File: src/rtl/alu_pkg.sv
// Shared definitions for the 8-bit registered ALU: default width and opcode encodings.
package alu_pkg;

    localparam int DEFAULT_WIDTH = 8;

    localparam logic [2:0] OP_ADD = 3'b000;
    localparam logic [2:0] OP_SUB = 3'b001;
    localparam logic [2:0] OP_AND = 3'b010;
    localparam logic [2:0] OP_OR  = 3'b011;
    localparam logic [2:0] OP_XOR = 3'b100;
    localparam logic [2:0] OP_NOT = 3'b101;
    localparam logic [2:0] OP_SHL = 3'b110;
    localparam logic [2:0] OP_SHR = 3'b111;

endpackage

File: src/rtl/alu_core.sv
// Combinational ALU datapath: result and C/Z/N/V flags from operands and opcode.
module alu_core
    import alu_pkg::*;
#(
    parameter int WIDTH = DEFAULT_WIDTH
) (
    input  logic [WIDTH-1:0] a,
    input  logic [WIDTH-1:0] b,
    input  logic [2:0]       op,
    output logic [WIDTH-1:0] result,
    output logic             c,
    output logic             z,
    output logic             n,
    output logic             v
);

    logic [WIDTH:0]   sum_s;
    logic [WIDTH:0]   diff_s;
    logic [WIDTH-1:0] result_s;
    logic             c_s;
    logic             v_s;

    // Opcode decode; the extra top bit of sum/diff is the carry/borrow.
    always_comb begin
        sum_s    = {1'b0, a} + {1'b0, b};
        diff_s   = {1'b0, a} - {1'b0, b};
        result_s = {WIDTH{1'b0}};
        c_s      = 1'b0;
        v_s      = 1'b0;
        case (op)
            OP_ADD: begin
                result_s = sum_s[WIDTH-1:0];
                c_s      = sum_s[WIDTH];
                v_s      = (a[WIDTH-1] == b[WIDTH-1]) && (sum_s[WIDTH-1] != a[WIDTH-1]);
            end
            OP_SUB: begin
                result_s = diff_s[WIDTH-1:0];
                c_s      = diff_s[WIDTH];
                v_s      = (a[WIDTH-1] != b[WIDTH-1]) && (diff_s[WIDTH-1] != a[WIDTH-1]);
            end
            OP_AND: result_s = a & b;
            OP_OR:  result_s = a | b;
            OP_XOR: result_s = a ^ b;
            OP_NOT: result_s = ~a;
            OP_SHL: begin
                result_s = {a[WIDTH-2:0], 1'b0};
                c_s      = a[WIDTH-1];
            end
            OP_SHR: begin
                result_s = {1'b0, a[WIDTH-1:1]};
                c_s      = a[0];
            end
            default: begin
                result_s = {WIDTH{1'b0}};
                c_s      = 1'b0;
                v_s      = 1'b0;
            end
        endcase
    end

    assign result = result_s;
    assign c      = c_s;
    assign v      = v_s;
    assign z      = (result_s == {WIDTH{1'b0}});
    assign n      = result_s[WIDTH-1];

endmodule

File: src/rtl/alu_7bits.sv
// Registered ALU wrapper: one-cycle output stage around alu_core with a valid flop.
module alu_7bits
    import alu_pkg::*;
#(
    parameter int WIDTH = DEFAULT_WIDTH
) (
    input  logic             clk,
    input  logic             rst_n,
    input  logic [WIDTH-1:0] A,
    input  logic [WIDTH-1:0] B,
    input  logic [2:0]       op,
    input  logic             in_valid,
    output logic [WIDTH-1:0] S,
    output logic             C,
    output logic             Z,
    output logic             N,
    output logic             V,
    output logic             out_valid
);

    logic [WIDTH-1:0] result_s;
    logic             c_s;
    logic             z_s;
    logic             n_s;
    logic             v_s;

    logic [WIDTH-1:0] s_r;
    logic             c_r;
    logic             z_r;
    logic             n_r;
    logic             v_r;
    logic             valid_r;

    alu_core #(
        .WIDTH (WIDTH)
    ) u_core (
        .a      (A),
        .b      (B),
        .op     (op),
        .result (result_s),
        .c      (c_s),
        .z      (z_s),
        .n      (n_s),
        .v      (v_s)
    );

    // Output stage: capture result/flags only on valid inputs, otherwise hold.
    always_ff @(posedge clk or negedge rst_n) begin
        if (!rst_n) begin
            s_r     <= {WIDTH{1'b0}};
            c_r     <= 1'b0;
            z_r     <= 1'b0;
            n_r     <= 1'b0;
            v_r     <= 1'b0;
            valid_r <= 1'b0;
        end else begin
            valid_r <= in_valid;
            if (in_valid) begin
                s_r <= result_s;
                c_r <= c_s;
                z_r <= z_s;
                n_r <= n_s;
                v_r <= v_s;
            end else begin
                s_r <= s_r;
                c_r <= c_r;
                z_r <= z_r;
                n_r <= n_r;
                v_r <= v_r;
            end
        end
    end

    assign S         = s_r;
    assign C         = c_r;
    assign Z         = z_r;
    assign N         = n_r;
    assign V         = v_r;
    assign out_valid = valid_r;

endmodule

File: config.mk
export PLATFORM = sky130hd
export DESIGN_NAME = alu_7bits
export DESIGN_NICKNAME = d
export VERILOG_FILES = /design/src/rtl/alu_pkg.sv /design/src/rtl/alu_core.sv /design/src/rtl/alu_7bits.sv
export SDC_FILE = /design/constraint.sdc
export NUM_CORES = 1
export LEC_CHECK = 0
export BUFFER_PORTS_ARGS = -buffer_cell sky130_fd_sc_hd__buf_4
export CORE_MARGIN = 10
export CORE_UTILIZATION = 51
export CTS_CLUSTER_DIAMETER = 100
export CTS_CLUSTER_SIZE = 24
export DETAILED_ROUTE_END_ITERATION = 8
export GPL_TIMING_DRIVEN = 1
export PLACE_DENSITY = 0.77
export SLEW_MARGIN = 20
export SYNTH_ARGS = -nofsm -noshare
export SYNTH_HDL_FRONTEND = slang
export SYNTH_HIERARCHICAL = 1
export SYNTH_SLANG_ARGS = --single-unit
File: constraint.sdc
create_clock -name clk -period 0.8 [get_ports clk]
set_clock_uncertainty 0.1 [all_clocks]
set_input_delay 0 -clock clk [delete_from_list [all_inputs] [get_ports clk]]
set_output_delay 0 -clock clk [all_outputs]
set_load 0.05 [all_outputs]
==> results.md, run 1 <==
- Status: finished, violations left
- Failing checks: design-rule violations, negative setup slack
- Worst-Skew Late Latency: 0.26 ns
- Mapped Nets: 278
- Crit path from: B[1]
- Post-synth EDFFs: 0
- Setup TNS: -17.47 ns
- Die H: 81.0 um
- Area Overhead vs Synth: 81.0%
- ANT nets after route: 0
- Yosys reg bits: 13
- Clock sinks: 13
- Gr usage total: 0.282
- # Max-Cap Violations: 0
- Routed wire length: 12200 um
- Post-route minimum period: 2.60 ns
- Placed cells: 376
- DRT iter0 DRCs: 599
- Core Util, Final: 0.947
- WL per Instance: 30.6 um
- Worst slack, placed: -1.77 ns
- First-pass GRT wire length: 14300 um
- H-tree depth: 1
- Pleak: 1.64 nW
- Highest achievable clock rate: 0.384 GHz
- FP Rows: 22
- CTS tree: yes
- CTS Buffer Depth: 2
- Arrival time worst endpoint: 2.71 ns
- Top-level I/O count: 35
- Cell count after synthesis: 230
- Worst rel slew slack: 0.500
- YS warnings: 6
- Vias in the first global route: 2655
- DR vias: 2899
- Starting Density: 0.523
- Core Area: 3630 sq um
- Die W: 81.0 um
- Via density: 7.28
- RSZ-0062 raised after global routing: yes
- Worst Path Required: 0.91 ns
- Diodes inserted: 0
- Placed Area: 2830 sq um
- Clock transition at the registers of the reported paths: 0.07 ns
- Final instance area: 3440 sq um
- Hold Violations, Final: 0
- Initial antenna violation count: 0
- Most common flop cell mapped by yosys: dfrtp_1
- Crit Path Max Fanout: 2
- IO Port Bufs: 34
- Drt first pass iters: 9
- Worst setup EP type: flip-flop
- Reg2reg start: V
- Critical path class: primary input to flip-flop
- Worst Tran Pin Value: 0.746 ns
- PwrDens: 1380 nW/um^2
- Max rail drop VDD: 757 uV
- DRC viols: 80
- Sequential fraction of the synthesis area: 0.171
- Largest net degree at the start of global routing: 14
- Reg2reg path depth: 1
- Post-layout instance count excluding filler cells: 398
- HPWL Detailed: 5430 um
- Total grt overflow: 0
- Hold slack: 0.0302 ns
- Final setup margin: -1.80 ns
- Post-Syn Area: 1900 sq um
- Element type at the critical path start: primary input
- Hold Crit Class: primary input to asynchronous set/reset pin
- Filler cells: 101
- Synth unique cells: 49
- Mean area per synthesized cell: 8.26 sq um
- Final period util: 3.26
- Asr flop ratio synth: 1.00
- Final setup fails: 25
- Total die area: 6570 sq um
- Clk root buf: clkbuf_8
- Num CTS Buffers: 3
- Multi-input gate area: 1770 sq um
- Total Power: 4.74 mW
- Final net count: 399
- Layout cells sized above 1: 0.571
- Max-slew violation count: 0
- GP Congestion: 0.945
- Register area: 327 sq um
metal layers:
layer / GRT usage / vias to the layer above / routed length [um]
met2: 0.445 / 392 / 4980
met1: 0.324 / 1278 / 4070
met3: 0.0673 / 162 / 1900
met5: 0 / - / 0
met4: 0.218 / 0 / 1230
li1: - / 1067 / -
final timing paths:
| kind | end | slack (ns) |
|---|---|---|
| worst min register to register | S[1] | 0.46 |
| max in group asynchronous | S[0] | 0.37 |
| worst max register to register | V | -0.17 |
| worst max-delay path | Z | -1.80 |
| worst min-delay path | S[1] | 0.03 |
| min in group clk | S[6] | 0.08 |
registers in the layout (all words and copies together), names as in the netlist:
| name | count |
|---|---|
| C | 1 |
| N | 1 |
| S | 8 |
| V | 1 |
| Z | 1 |
| out_valid | 1 |
area by class of cell:
cell class | instances | area share
clock buffers | 4 | 0.0131
inverters | 22 | 0.0295
well taps | 48 | 0.0175
multi-input cells | 181 | 0.514
repair buffers | 130 | 0.331
flip-flops and latches | 13 | 0.0949
worst max-delay path, stage by stage:
cell      delay, ns
buf_8          0.10
buf_4          0.14
ha_1           0.25
a211oi_2       0.26
nor2_1         0.12
a221o_1        0.34
a221o_1        0.32
or4_4          0.45
nor3_4         0.20
nor3b_2        0.32
mux2_4         0.22
placed cells by master (no fill, tap or decap), drive strengths merged, types with 3 or more instances in the layout:
cell	netlist	layout
inv	22	21
a21oi	19	19
o221ai	4	4
nor2	23	23
nand2b	11	11
o211ai	4	4
xnor2	6	6
nor3	3	3
o31ai	4	4
a211oi	4	4
ha	24	24
a221o	3	3
o21bai	3	3
buf	8	128
o21ai	6	6
mux2	13	13
clkbuf	6	4
nand2	12	12
nor2b	5	5
dfrtp	13	13
a21o	3	3
o22ai	3	3
power by group:
part	switching [mW]	leakage [nW]	total [mW]	internal, mW
Sequential	0.113	0.158	0.875	0.762
Combinational	1.75	1.46	3.16	1.42
Clock	0.346	0.0228	0.701	0.356
Total	2.21	1.64	4.74	2.53
timing repair:
action | 4_1_cts | 5_1_grt
resized for setup | 45 | 48
pin swaps | 8 | 29
hold buffers | 2 | 0
endpoints found under the hold margin | 14 | 0
buffers inserted | 10 | 11
setup endpoints to repair | 25 | 25
logic make-up after synthesis:
kind of cell,share of synthesized area
AO/OA/AOI/OAI,0.261
multiplexers,0.114
adder cells (fa/ha/maj),0.179
XOR/XNOR,0.0276
flip-flops,0.171
buffers and inverters,0.0816
AND/OR/NAND/NOR,0.166
synthesized netlist by cell type, types with 2 or more instances:
cell	n	area (sq um)
a211oi_1	4	30.0
a21o_1	3	22.5
a21oi_1	19	95.1
a221o_1	3	30.0
a2bb2oi_1	2	17.5
a32oi_1	2	17.5
a41oi_1	2	17.5
and2_1	2	12.5
buf_2	4	20.0
buf_4	2	15.0
clkbuf_1	6	22.5
dfrtp_1	13	325
fa_1	2	40.0
ha_1	24	300
inv_1	20	75.1
inv_2	2	7.51
mux2_2	3	33.8
mux2_4	10	150
nand2_1	12	45.0
nand2b_1	11	68.8
nand3_1	2	10.0
nor2_1	23	86.3
nor2b_1	5	31.3
nor3_1	3	15.0
o2111ai_1	2	17.5
o211ai_1	4	30.0
o21ai_0	6	30.0
o21bai_1	3	22.5
o221ai_1	4	35.0
o22ai_1	3	18.8
o31a_1	2	17.5
o31ai_1	4	30.0
or4_1	2	15.0
xnor2_1	6	52.6
No activity file was read; power rests on OpenSTA's default activity.
==> run 2, diff against run 1 <==
- CORE_UTILIZATION: 51 -> 59
- PLACE_DENSITY: 0.77 -> 0.84
- clock period: 0.8 -> 3.2 ns (I/O delays scaled with it)
==> run 2 against run 1 <==
Effect of this change:
- the flow now finishes without violations
- global-route usage is 13 points lower
- setup slack better by 2.4 ns
- cell area down 36%
- sequential cell count is the same
- combinational power is 86% lower
- critical path depth unchanged
- non-clock buffer count shrank 94
- register-to-register slack gained 2.5 ns
- sequential power decreased by 76%
- largest power group unchanged
- worst hold slack got worse by 0.023 ns
- final cell count fell by 25%
==> results.md, run 2 (same netlist as run 1, synthesis figures left out) <==
- Worst-Skew Late Latency: 0.26 ns
- Area Overhead vs Synth: 14.9%
- Num CTS Buffers: 3
- Critical path class: primary input to flip-flop
- Placed Area: 2140 sq um
- Crit path top cell by count: a221o_1
- WL per Instance: 15.8 um
- Worst setup EP type: flip-flop
- Largest net degree at the start of global routing: 31
- Top-level I/O count: 35
- HPWL Detailed: 3730 um
- Vias in the first global route: 1711
- Critical Path Max Stage Delay: 0.50 ns
- Total grt overflow: 0
- Crit-path cells: buf_4 -> inv_1 -> ha_1 -> a211oi_1 -> nor2_1 -> a221o_1 -> a221o_1 -> or4_1 -> nor3_1 -> nor3b_2 -> mux2_4
- Arrival time worst endpoint: 2.67 ns
- Routed wire length: 4740 um
- Final setup fails: 0
- # Max-Cap Violations: 0
- Initial antenna violation count: 0
- Clk root buf: clkbuf_4
- Post-CTS Resized: 0
- Most frequent cells in the layout: buf_4, ha_1, nor2_1
- Diodes inserted: 0
- CTS Buffer Depth: 2
- IO Port Bufs: 34
- Drt first pass iters: 4
- GP Congestion: 0.865
- CTS tree: yes
- Core Area: 3080 sq um
- Via density: 5.91
- Hold Crit Class: primary input to asynchronous set/reset pin
- Clock sinks: 13
- Die W: 76.8 um
- Final period util: 0.799
- DRT iter0 DRCs: 115
- Final net count: 305
- Pleak: 1.05 nW
- Crit path max-delay cell type: or4_1
- FP Rows: 20
- DRC viols: 0
- Layout cells sized above 1: 0.215
- Worst Path Required: 3.31 ns
- Clock transition at the registers of the reported paths: 0.07 ns
- PwrDens: 334 nW/um^2
- Gr usage total: 0.156
- Commonest non-fill, non-tap cell in the layout: buf_4
- Setup TNS: 0 ns
- First-pass GRT wire length: 8090 um
- Starting Density: 0.617
- Max rail drop VDD: 118 uV
- Max-slew violation count: 0
- Total die area: 5890 sq um
- Final instance area: 2180 sq um
- H-tree depth: 1
- Highest achievable clock rate: 0.391 GHz
- DR vias: 1773
- Post-route minimum period: 2.56 ns
- Die H: 76.8 um
- Status: finished clean
- Max reg flops: 8
- RSZ-0062 raised after global routing: no
- Element type at the critical path start: primary input
- Crit Path Max Fanout: 6
- ANT nets after route: 0
- Crit path buffers/inverters: 2
- Top delay family on crit path: compound AO/OA/AOI/OAI gates
- Hold Violations, Final: 0
- Worst rel slew slack: 0.568
- Worst Tran Pin Value: 0.643 ns
- Hold slack: 0.00763 ns
run 2: per-layer routing:
metal,share of wire,up-vias,GRT usage
met3,0.071,4,0.0256
met5,0,-,0
met1,0.45,820,0.199
met2,0.47,72,0.260
met4,0.0061,0,0.0502
li1,-,877,-
run 2: final cells by class:
type,count,area [sq um]
fill,276,893
multi-input combinational,181,1420
inverter,22,82.6
tap,44,55.1
timing repair buffer,36,275
clock buffer,4,26.3
sequential,13,325
run 2: stage by stage:
stage | power (mW) | utilization | cells | worst slack (ns)
after floorplan | 0.516 | - | 230 | 0.833
after detailed placement | 0.634 | 0.695 | 294 | 0.431
after global routing | 0.782 | 0.710 | 300 | 0.519
after global placement | 0.627 | 0.695 | 294 | 0.423
after CTS | 0.732 | 0.710 | 300 | 0.709
final | 0.730 | 0.710 | 300 | 0.644
run 2: final timing paths:
path / start / endpoint / slack, ns / cells after the start
setup / recovery: A[1] / Z / 0.64 / 11
hold / removal: rst_n / Z / 0.008 / 2
setup reg to reg: S[7] / S[7] / 2.32 / 1
hold reg to reg: V / V / 0.42 / 1
max in group asynchronous: rst_n / S[7] / 2.84 / 2
min in group clk: A[0] / C / 0.14 / 4
run 2: timing repair:
| item | 4_1_cts | 5_1_grt |
|---|---|---|
| hold buffers | 2 | 0 |
| endpoints found under the hold margin | 14 | 0 |
| buffers inserted | 0 | 0 |
run 2: power breakdown:
| part | switching [mW] | total (mW) | internal [mW] |
|---|---|---|---|
| registers | 0.0158 | 0.206 | 0.190 |
| logic | 0.258 | 0.431 | 0.173 |
| clock network | 0.0451 | 0.0933 | 0.0482 |
| total | 0.319 | 0.730 | 0.411 |
==> run 3, diff against run 2 <==
- CORE_UTILIZATION: 59 -> 57
- PLACE_DENSITY: 0.84 -> 0.81
- clock period: 3.2 -> 2.45 ns (I/O delays scaled with it)
==> run 3 against run 2 <==
Effect of this change:
- global-route usage up 2.1 points
- worst hold slack better by 0.14 ns
- largest power group unchanged
- sequential power up 33%
==> results.md, run 3 (same netlist as run 1, synthesis figures left out) <==
- CTS Buffer Depth: 2
- Area Overhead vs Synth: 25.3%
- Worst Path Required: 2.58 ns
- FP Rows: 20
- Worst-Skew Late Latency: 0.29 ns
- Cell Int Power: 0.572 mW
- WL per Instance: 17.9 um
- Final net count: 328
- Clock sinks: 13
- Pleak: 1.16 nW
- # Max-Cap Violations: 0
- Max reg flops: 8
- CTS tree: yes
- ANT nets after route: 0
- Hold Crit Class: primary input to flip-flop
- Crit Path Max Fanout: 3
- Max rail drop VDD: 155 uV
- Core Area: 3130 sq um
- Final instance area: 2380 sq um
- RSZ-0062 raised after global routing: no
- Diodes inserted: 0
- DRC viols: 0
- Switching power total: 0.464 mW
- Max-slew violation count: 0
- Via density: 6.02
- Final period util: 0.936
- Share of total power in sequential cells: 0.264
- PwrDens: 435 nW/um^2
- Status: finished clean
- Worst rel slew slack: 0.538
- Worst Tran Pin Value: 0.688 ns
- Gr usage total: 0.177
- Drt first pass iters: 5
- Placed Area: 2300 sq um
- Commonest non-fill, non-tap cell in the layout: buf_4
- Highest achievable clock rate: 0.436 GHz
- Initial antenna violation count: 0
- Num CTS Buffers: 3
- Most frequent cells in the layout: buf_4, nor2_1, ha_1
- Hold Violations, Final: 0
- Die H: 77.7 um
- Largest net degree at the start of global routing: 17
- Total die area: 6040 sq um
- Worst setup EP type: flip-flop
- Element type at the critical path start: primary input
- Top-level I/O count: 35
- Layout cells sized above 1: 0.290
- Combinational group share of total power: 0.601
- Total Power: 1.04 mW
- IO Port Bufs: 34
- Final setup fails: 0
- Critical path class: primary input to flip-flop
- H-tree depth: 1
- DRT iter0 DRCs: 209
- Die W: 77.7 um
- Vias in the first global route: 1839
- Core Util, Final: 0.762
- Post-route minimum period: 2.29 ns
- Clk root buf: clkbuf_4
- R2R Setup Slk: 1.54 ns
- Starting Density: 0.608
- GP Congestion: 0.935
- Routed wire length: 5770 um
- Switching Fraction: 0.448
- Clock share of power: 0.135
- First-pass GRT wire length: 9200 um
- Arrival time worst endpoint: 2.42 ns
- DR vias: 1946
- Filler cells: 240
- HPWL Detailed: 4170 um
- Total grt overflow: 0
- Hold slack: 0.147 ns
- Clock transition at the registers of the reported paths: 0.08 ns
- Post-CTS Setup Bufs: 0
[run 3: changes by cell type in the layout (fill, tap and decap cells not counted)]
| cell | change |
|---|---|
| ha_4 | +1 |
| inv_1 | -1 |
| a211oi_1 | -1 |
| nor3_2 | +1 |
| inv_2 | +1 |
| buf_4 | +22 |
| dlygate4sd3_1 | +1 |
| ha_1 | -1 |
| a211oi_2 | +1 |
| nor3_1 | -1 |
[run 3: timing repair]
action,4_1_cts,5_1_grt
resized for setup,0,5
hold buffers,3,0
setup endpoints to repair,0,1
hold endpoints to repair,14,0
[run 3: worst paths after layout]
| path | start | to | depth (start not counted) |
|---|---|---|---|
| worst max-delay path | A[0] | Z | 13 |
| worst min-delay path | A[7] | C | 4 |
| worst max register to register | S[0] | S[0] | 1 |
| worst min register to register | V | V | 1 |
| max in group asynchronous | rst_n | S[1] | 3 |
| min in group asynchronous | rst_n | S[7] | 3 |
[run 3: power groups by stage]
| stage | clock network [mW] | logic (mW) | registers, mW |
|---|---|---|---|
| after global placement | 0 | 0.588 | 0.270 |
| after detailed placement | 0 | 0.599 | 0.272 |
| after global routing | 0.155 | 0.664 | 0.277 |
| after CTS | 0.132 | 0.607 | 0.270 |
| final | 0.140 | 0.623 | 0.273 |
| after floorplan | 0 | 0.285 | 0.389 |
[run 3: cell type report]
type | count | area (sq um) | share of cell area
timing repair buffer | 59 | 450 | 0.189
clock buffer | 4 | 26.3 | 0.0110
inverter | 22 | 82.6 | 0.0347
sequential | 13 | 325 | 0.137
tap | 44 | 55.1 | 0.0231
multi-input combinational | 181 | 1440 | 0.606
[run 3: routing by layer]
metal  GRT usage  part of all wire  vias up
met2       0.305              0.49       96
met5           0                 0        -
met3      0.0230             0.066       12
met1       0.230              0.43      917
met4      0.0347             0.012        0
li1            -                 -      921
[run 3: stage by stage]
| stage | instances | TNS, ns | setup slack (ns) |
|---|---|---|---|
| after global placement | 316 | -0.0989 | -0.0989 |
| after detailed placement | 316 | -0.209 | -0.209 |
| final | 323 | 0 | 0.157 |
| after CTS | 323 | 0 | 0.0801 |
| after floorplan | 230 | 0 | 0.0835 |
| after global routing | 323 | 0 | 0.0455 |
[run 3: critical path: stages]
cell      delay, ns
buf_4          0.13
inv_2          0.09
ha_4           0.15
inv_1          0.05
fa_1           0.39
xnor2_1        0.14
o2111a_1       0.22
a21oi_1        0.12
a22oi_1        0.13
or4_1          0.58
nor3_2         0.11
nor3b_2        0.17
mux2_4         0.16
